--- src/rtl/pdm_decimator.sv ---
// Third-order CIC decimator: 1-bit PDM stream in, unsigned NBITS amplitude samples out.
// Integrators run at the bit rate, combs run once per R valid bits, and the result is saturated to NBITS.
module pdm_decimator #(
   parameter int NBITS  = 16,
   parameter int LOG2_R = 8
) (
   input  logic             clock,
   input  logic             reset,
   input  logic             din,
   input  logic             din_valid,
   output logic [NBITS-1:0] dout,
   output logic             out_valid,
   output logic             clipped
);

   localparam int W     = 1 + 3 * LOG2_R;
   localparam int SHIFT = W - 1 - NBITS;

   logic [W-1:0]      i1, i2, i3;
   logic [W-1:0]      i1_nx, i2_nx, i3_nx;
   logic [LOG2_R-1:0] cnt;
   logic [1:0]        settle;
   logic              evt;

   logic [W-1:0]      x_p0;
   logic              vld_p0;
   logic              emit_p0;

   logic [W-1:0]      d1, d2, d3;
   logic [W-1:0]      c1, c2, c3;

   function automatic logic [NBITS-1:0] sat_sample(input logic [W-1:0] y);
      logic [W-1:0] s;
      s = y >> SHIFT;
      return (|s[W-1:NBITS]) ? {NBITS{1'b1}} : s[NBITS-1:0];
   endfunction

   function automatic logic is_clipped(input logic [W-1:0] y);
      logic [W-1:0] s;
      s = y >> SHIFT;
      return |s[W-1:NBITS];
   endfunction

   // Integrator sums wrap modulo 2^W on purpose; the combs cancel the wrap exactly.
   assign i1_nx = i1 + {{(W-1){1'b0}}, din};
   assign i2_nx = i2 + i1_nx;
   assign i3_nx = i3 + i2_nx;
   assign evt   = din_valid && (cnt == {LOG2_R{1'b1}});

   assign c1 = x_p0 - d1;
   assign c2 = c1 - d2;
   assign c3 = c2 - d3;

   always_ff @(posedge clock) begin
      if (!reset) begin
         i1        <= '0;
         i2        <= '0;
         i3        <= '0;
         cnt       <= '0;
         settle    <= '0;
         x_p0      <= '0;
         vld_p0    <= 1'b0;
         emit_p0   <= 1'b0;
         d1        <= '0;
         d2        <= '0;
         d3        <= '0;
         dout      <= '0;
         clipped   <= 1'b0;
         out_valid <= 1'b0;
      end else begin
         if (din_valid) begin
            i1  <= i1_nx;
            i2  <= i2_nx;
            i3  <= i3_nx;
            cnt <= cnt + 1'b1;
         end

         // p0: capture the decimated integrator value; the first three events only prime the combs
         vld_p0 <= evt;
         if (evt) begin
            x_p0    <= i3_nx;
            emit_p0 <= (settle == 2'd3);
            if (settle != 2'd3)
               settle <= settle + 2'd1;
         end

         // p1: comb chain, delays advance once per decimated sample
         out_valid <= vld_p0 && emit_p0;
         if (vld_p0) begin
            d1 <= x_p0;
            d2 <= c1;
            d3 <= c2;
            if (emit_p0) begin
               dout    <= sat_sample(c3);
               clipped <= is_clipped(c3);
            end
         end
      end
   end

endmodule

--- config.mk ---
export PLATFORM = sky130hd
export DESIGN_NAME = pdm_decimator
export DESIGN_NICKNAME = d
export VERILOG_FILES = /design/src/rtl/pdm_decimator.sv
export SDC_FILE = /design/constraint.sdc
export NUM_CORES = 1
export LEC_CHECK = 0
export CORE_ASPECT_RATIO = 0.75
export CORE_UTILIZATION = 55
export DETAILED_ROUTE_END_ITERATION = 10
export PLACE_DENSITY = 0.82
export SYNTH_ARGS = -nofsm -noshare
export SYNTH_HDL_FRONTEND = slang
export SYNTH_SLANG_ARGS = --single-unit
--- constraint.sdc ---
create_clock -name clock -period 7.85 [get_ports clock]
set_clock_uncertainty 0.05 [all_clocks]
set_input_delay 0.785 -clock clock [delete_from_list [all_inputs] [get_ports clock]]
set_output_delay 0.785 -clock clock [all_outputs]
set_load 0.005 [all_outputs]
# Word level (Yosys, flattened, before mapping)
# Cells that the tools add are included.
# op_classes
n_addsub	8
multipliers	0
n_div	0
order_cmp	0
eq_ne	3
n_shift	0
muxes	1
bitwise_logic	0
reduce_logical	4
# op_table
cell	count
subtractor 25 bit	3
adder 25 bit	2
adder 25 x 1 -> 25 bit	1
two-way mux 16 bit	1
adder 8 x 1 -> 8 bit (second input constant)	1
== test 8 bit (second input constant)	1
AND reduction 2 bit	2
adder 2 x 1 -> 2 bit (second input constant)	1
== test 2 bit (second input constant)	1
logical AND 1 bit	2
inequality test 2 bit (second input constant)	1
# word_totals
reg_bits	205
latchBits	0
mem_bits_rw	0
romBits	0
output_inout_bits	18
n_memories	0

# Longest topological paths before layout
# Gate-level depths: netlist of run 1.
# logic_depth
depth_word	4
ltp_mapped	31

# Worst setup path after synthesis of run 1
# OpenSTA, ideal clock, no wires.
# synth_timing
kind	reg2reg
startpoint	register x_p0[0]
endpoint	register dout[10]
setup_time_ns	0.074
arrival_time_ns	5.607
slack_ns	2.119
stages_incl_launch_ff	31
path_buffers	1
path_cell_list	dfxtp_1 inv_1 ha_1 fa_1 nor2b_1 o2111ai_1 nand3_1 nand4_1 and2_1 o21bai_1 a21oi_1 xnor2_1 ha_1 a211oi_1 nand2_1 o32ai_1 a21oi_2 a21o_2 a21oi_1 xnor2_1 ha_1 a21oi_1 o21a_1 o21ai_0 a21oi_2 o21ai_0 a21o_1 a21oi_2 xor3_2 buf_6 a31oi_2
# synth_via
elab_chain_cells	4
# synth_rtl
item	line	source
start: declaration	25	logic [W-1:0] x_p0;
start signal: assignment	81	x_p0 <= i3_nx;
subtractor 25 bit	50	assign c1 = x_p0 - d1;
named net c1[14]	30	logic [W-1:0] c1, c2, c3;
subtractor 25 bit	51	assign c2 = c1 - d2;
named net c2[18]	30	
subtractor 25 bit	52	assign c3 = c2 - d3;
two-way mux 16 bit	35	return (|s[W-1:NBITS]) ? {NBITS{1'b1}} : s[NBITS-1:0];
end signal: assignment	94	dout <= sat_sample(c3);
end: declaration	11	output logic [NBITS-1:0] dout,
# The timed path passes the listed nets, and every way through them passes these cells.
# A chain may end at the register's enable or synchronous reset.

# Final worst setup path of run 1
# layout_timing
startpoint	register x_p0[0]
endpoint	register dout[2]
# Same word-level chain as after synthesis.

==> impl_metrics.json, run 1 <==
{
  "critical-path-max-stage-delay_ns": 0.55,
  "worst_setup_hold_path_clk_slew_ns": 0.06,
  "port_buffers": 21,
  "post_detailed_placement_half_perimeter_wirelength_um": 19540,
  "postCtsHoldBufs": 0,
  "worstSetupEndpointType": "flop",
  "finalWeightedCongestion": 0.9246,
  "clock_tree.buffer_depth": 3,
  "placed_cells_incl_taps": 1914,
  "crit_path_max_fanout": 16,
  "post-synth-top-count-cell": "dfxtp_1",
  "grt_most_used_layer": "met2",
  "cp_data_required_time_ns": 8.22,
  "finalSetupTns_ns": 0,
  "highest_clock_frequency_the_design_can_meet_mhz": 147.3,
  "detailroute.via_count": 10890,
  "post_drt_wl_per_cell_um": 14.15,
  "synth_enable_flop_cells": 0,
  "use_met1_pct": 30.37,
  "die_width_um": 185.5,
  "globalRoute.totalOverflow": 0,
  "timing_worst_slew_pin_value_ns": 0.9221,
  "synth.cell_area_um2": 13890,
  "class_of_the_most_critical_hold_timing_path": "flop to flop",
  "cts-buffers-inserted": 22,
  "cap_viol_max_count": 0,
  "use_met2_pct": 34.67,
  "antenna_violating_nets_post_route": 0,
  "crit_path_start_kind": "flop",
  "synth_fp_nets": 1749,
  "grt_pass1_wl_um": 47390,
  "worst-setup-path-type": "flop to flop",
  "yosysTopAreaCell": "dfxtp_1",
  "antenna_found_initial": 0,
  "tritoncts": "yes",
  "post_route_cells_drive_above_1_share_pct": 4.747,
  "syn_avg_cell_area_um2": 8.583,
  "via_per_inst": 5.577,
  "timing.critical_path.arrival_ns": 7.16,
  "htree_num_levels": 1,
  "netlist.area_leader.share_pct": 29.55,
  "dr.pass1.iters": 5,
  "initial_cell_density_of_the_core_pct": 56.91,
  "synth-main-ff-cell": "dfxtp_1",
  "rsz0062_at_grt": "false",
  "synth-seq-area-share_pct": 29.55,
  "synth.yosys.warnings": 0,
  "synth_cell_types": 76,
  "grt_use_met3_pct": 2.853,
  "hold_viol_final": 0,
  "syn-instance-count": 1618,
  "power_per_cell_area_nw_per_um2": 148.3,
  "flop_and_latch_count_out_of_synthesis": 205,
  "standard_cell_row_count": 49,
  "layout_worst_path_cycle_share_pct": 86.49,
  "ios": 22,
  "timing.critical_path.from": "x_p0[0]",
  "floorplan.die_area_um2": 25890,
  "detail_route.drc_violations": 0,
  "fin_crit_ns": 6.790,
  "design.final.nets": 1738,
  "finalSetupViolations": 0,
  "insertedDiodeCount": 0,
  "timing.rr.start": "x_p0[0]",
  "track_usage_pct": 21.45,
  "timing_max_transition_violations_final": 0,
  "cts-resized-gates": 0,
  "synth_commonest_cells": "dfxtp_1 (205), nand2_1 (128), ha_1 (123), nor2b_1 (122)",
  "synth_area_leaders": "dfxtp_1 (30%), ha_1 (11%), mux2i_1 (7.1%)",
  "cts-root-buf": "clkbuf_16",
  "area_growth_pct": 8.523,
  "status": "finished, final reports clean",
  "first_global_vias": 10320,
  "ys_async_rst_share_pct": 0,
  "detail_route.iter0.violations": 616,
  "critPathSlowestCell": "xor3_2",
  "die_y_um": 139.6,
  "routed_wl_um": 27640,
  "p_leak_nw": 6.236,
  "post-cts-setup-buffer-count": 0,
  "pin_count_of_the_biggest_net_entering_global_routing": 106,
  "clkLatencyLatePin_ns": 0.51,
  "clock_sinks": 205,
  "design.core.area_um2": 24400,
  "critical_path.most_common_cell": "o21ai_0",
  "hold_path_startpoint": "d3[0]",
  "finish.cell_count_without_fillers": 1953,
  "slew_headroom_pct": 38.53,
  "peakVddDrop_mv": 0.1415
}
[path summary, 6_finish.rpt]
path | cells past startpoint | slack [ns] | to
setup / recovery | 27 | 1.06 | dout[2]
hold / removal | 1 | 0.42 | d3[0]
setup reg to reg | 27 | 1.06 | dout[2]
hold reg to reg | 1 | 0.42 | d3[0]
[cell families (layout without fill, tap and decap cells)]
logic type	after synthesis	in the layout	share of synthesized area [%]
muxes	98	98	7.064
buffers and inverters	162	166	4.559
xor gates and xnor gates	150	150	9.785
adders and majority gates	127	127	11.66
AOI/OAI and AO/OA	349	349	17.11
DFF	205	205	29.55
and+or+nand+nor	527	527	20.27
[flip-flops by register name, summed over array words and instances, names as in the netlist]
register   cells
out_valid      1
cnt            8
i1            25
i2            25
d3            25
emit_p0        1
dout          16
clipped        1
i3            25
d2            25
d1            25
vld_p0         1
x_p0          25
settle         2
[where the power goes]
part           total [mW]  internal [mW]  switching, mW  leakage, nW
logic              0.0839         0.0368         0.0470         4.20
clock network        1.10          0.675          0.423        0.379
registers            1.05           1.05        0.00554         1.65
total                2.23           1.76          0.475         6.24
[stage by stage]
step | util, % | power, mW | area [um^2] | worst slack (ns) | hold WS, ns
after floorplan | - | 1.143 | 13890 | 2.119 | 0.3961
after global placement | 58.61 | 1.158 | 14300 | 1.387 | 0.4023
after detailed placement | 58.61 | 1.160 | 14300 | 1.154 | 0.4106
after CTS | 61.76 | 2.256 | 15070 | 1.151 | 0.4242
after global routing | 61.76 | 2.304 | 15070 | 0.5295 | 0.4386
final | 61.76 | 2.234 | 15070 | 1.060 | 0.4239
[metal layers]
layer  routed length (um)  part of all wire, %
met5                    0                    0
met4                  402                  1.5
met3                  907                  3.3
met2                12400                   45
met1                13930                   50
[critical path: cells and delay by family (launching register included)]
kind,cells,cell delay [ns]
buffers and inverters,1,0.05
adder cells (fa/ha/maj),4,1.29
AO/OA/AOI/OAI,13,2.85
AND/OR/NAND/NOR,6,1.12
XOR/XNOR,3,0.97
flip-flops,1,0.35
[final cells by class]
type | count | area [um^2]
inverters | 99 | 371.6
repair buffers | 28 | 257.7
well taps | 331 | 414.1
fillers | 2092 | 9330
flip-flops and latches | 205 | 4108
clock buffers | 36 | 704.4
clock inverters | 3 | 65.06
multi-input cells | 1251 | 9150
[cells in the final DEF, fill, tap and decap left out, types with 25 or more instances in the layout]
cell type | netlist | layout
a21boi_0 | 33 | 33
a21o_1 | 41 | 41
ha_1 | 123 | 123
xnor2_1 | 94 | 94
nor2b_1 | 122 | 122
inv_1 | 98 | 98
dfxtp_1 | 205 | 204
mux2i_1 | 98 | 98
o21ai_0 | 76 | 76
a21oi_1 | 76 | 76
nor3_1 | 25 | 25
and2_1 | 43 | 43
nand3_1 | 37 | 37
nand2_1 | 128 | 128
nor2_1 | 63 | 63
xor2_1 | 53 | 53
Power figures use the tool's default switching activity.
==> run 2, diff against run 1 <==
Settings changed: CORE_MARGIN set to 5, GPL_TIMING_DRIVEN set to 0.
==> impl_metrics.json, run 2 (same netlist as run 1, synthesis figures left out) <==
{
  "fin_crit_ns": 6.852,
  "port_buffers": 20,
  "finalSetupTns_ns": 0,
  "seq_area_um2": 4104,
  "area_growth_pct": 9.803,
  "dpl_worst_slack_ns": 0.8006,
  "met3RoutedLength_um": 2057,
  "wl_met1_um": 16400,
  "routed_wl_um": 33530,
  "dr.pass1.iters": 5,
  "pin_count_of_the_biggest_net_entering_global_routing": 14,
  "post_detailed_placement_half_perimeter_wirelength_um": 24800,
  "htree_num_levels": 1,
  "status": "finished, final reports clean",
  "worst_setup_hold_path_clk_slew_ns": 0.06,
  "cts-root-buf": "clkbuf_16",
  "final_critical_path_setup_slack_ns": 0.9981,
  "clock_tree.buffer_depth": 3,
  "critPathSlowestCell": "xor3_2",
  "timing.critical_path.arrival_ns": 7.23,
  "die_y_um": 147.6,
  "detail_route.drc_violations": 0,
  "finalWeightedCongestion": 0.9481,
  "worst-setup-path-type": "flop to flop",
  "via_per_inst": 5.782,
  "class_of_the_most_critical_hold_timing_path": "flop to flop",
  "antenna_found_initial": 0,
  "multi_input_comb_area_um2": 9150,
  "cts-buffers-inserted": 23,
  "design.core.area_um2": 24900,
  "layout_worst_path_cycle_share_pct": 87.29,
  "post_route_design_area_um2": 15250,
  "slew_headroom_pct": 31.96,
  "cap_viol_max_count": 0,
  "highest-signal-layer": "met4",
  "first_global_vias": 11120,
  "post-cts-setup-buffer-count": 0,
  "timing_worst_slew_pin_value_ns": 1.021,
  "finalSetupViolations": 0,
  "post_route_cells_drive_above_1_share_pct": 4.350,
  "peakVddDrop_mv": 0.1635,
  "finalPower_mw": 2.221,
  "postCtsHoldBufs": 0,
  "ios": 22,
  "detail_route.iter0.violations": 892,
  "timing_max_transition_violations_final": 0,
  "count_of_fill_cells_added_during_filler_insertion": 2151,
  "post_dp_cell_area_um2": 14510,
  "tritoncts": "yes",
  "design.final.nets": 1794,
  "routed-wl-met2_um": 14310,
  "standard_cell_row_count": 50,
  "globalRoute.totalOverflow": 0,
  "worstSetupEndpointType": "flop",
  "grt_pass1_wl_um": 54640,
  "critical-path-max-stage-delay_ns": 0.45,
  "initial_cell_density_of_the_core_pct": 55.77,
  "post_drt_wl_per_cell_um": 16.62,
  "layout_commonest_cell": "dfxtp_1",
  "p_leak_nw": 6.280,
  "antenna_violating_nets_post_route": 0,
  "crit_path_start_kind": "flop",
  "highest_clock_frequency_the_design_can_meet_mhz": 145.9,
  "cts-resized-gates": 0,
  "crit_path_max_fanout": 10,
  "clkLatencyLatePin_ns": 0.51,
  "clock_sinks": 205,
  "detailroute.via_count": 11660,
  "track_usage_pct": 22.60,
  "cp_data_required_time_ns": 8.23,
  "floorplan.die_area_um2": 28560,
  "rsz0062_at_grt": "false",
  "layout_common_cells": "dfxtp_1 (205), nand2_1 (128), ha_1 (123), nor2b_1 (122)",
  "power_per_cell_area_nw_per_um2": 145.6,
  "hold_viol_final": 0,
  "die_width_um": 193.5
}
## run 2: power breakdown
part           total (mW)  internal [mW]  switching (mW)
sequential           1.05           1.05         0.00600
clock                1.06          0.614           0.449
combinational       0.105         0.0405          0.0645
total                2.22           1.70           0.519
## run 2: area by class of cell
cell class | instances | area share (%)
clock inverter | 6 | 0.2544
antenna | 1 | 0.01641
tap | 338 | 2.773
inverter | 99 | 2.437
multi-input combinational | 1251 | 60.01
buffer | 63 | 1.715
clock buffer | 34 | 4.570
sequential | 205 | 26.91
timing repair buffer | 20 | 1.313
## run 2: per-stage QoR
stage	util, %	hold WS [ns]	std cells
floorplan	-	0.3961	1618
global placement	58.28	0.4042	1976
detailed placement	58.28	0.4134	1976
CTS	61.23	0.4270	2016
global route	61.23	0.4428	2016
finish	61.24	0.4199	2017
## run 2: path summary, 6_finish.rpt
check | from | end | slack [ns] | cells past startpoint
min | d3[0] | d3[0] | 0.42 | 1
max reg2reg | x_p0[0] | dout[10] | 1.0 | 30
min reg2reg | d3[0] | d3[0] | 0.42 | 1
max | x_p0[0] | dout[10] | 1.0 | 30
## run 2: critical path, delay by kind of cell, from the launching register on
kind	cells	cell delay [ns]
simple gates	5	0.90
buf+inv	2	0.26
fa+ha+maj	4	1.29
xor+xnor	3	0.83
compound gates	16	3.09
flops	1	0.35
## run 2: layer usage
metal	vias up	track usage, %
met3	54	3.623
met5	-	0
met1	5591	32.69
met4	0	5.874
met2	275	35.27
li1	5743	-
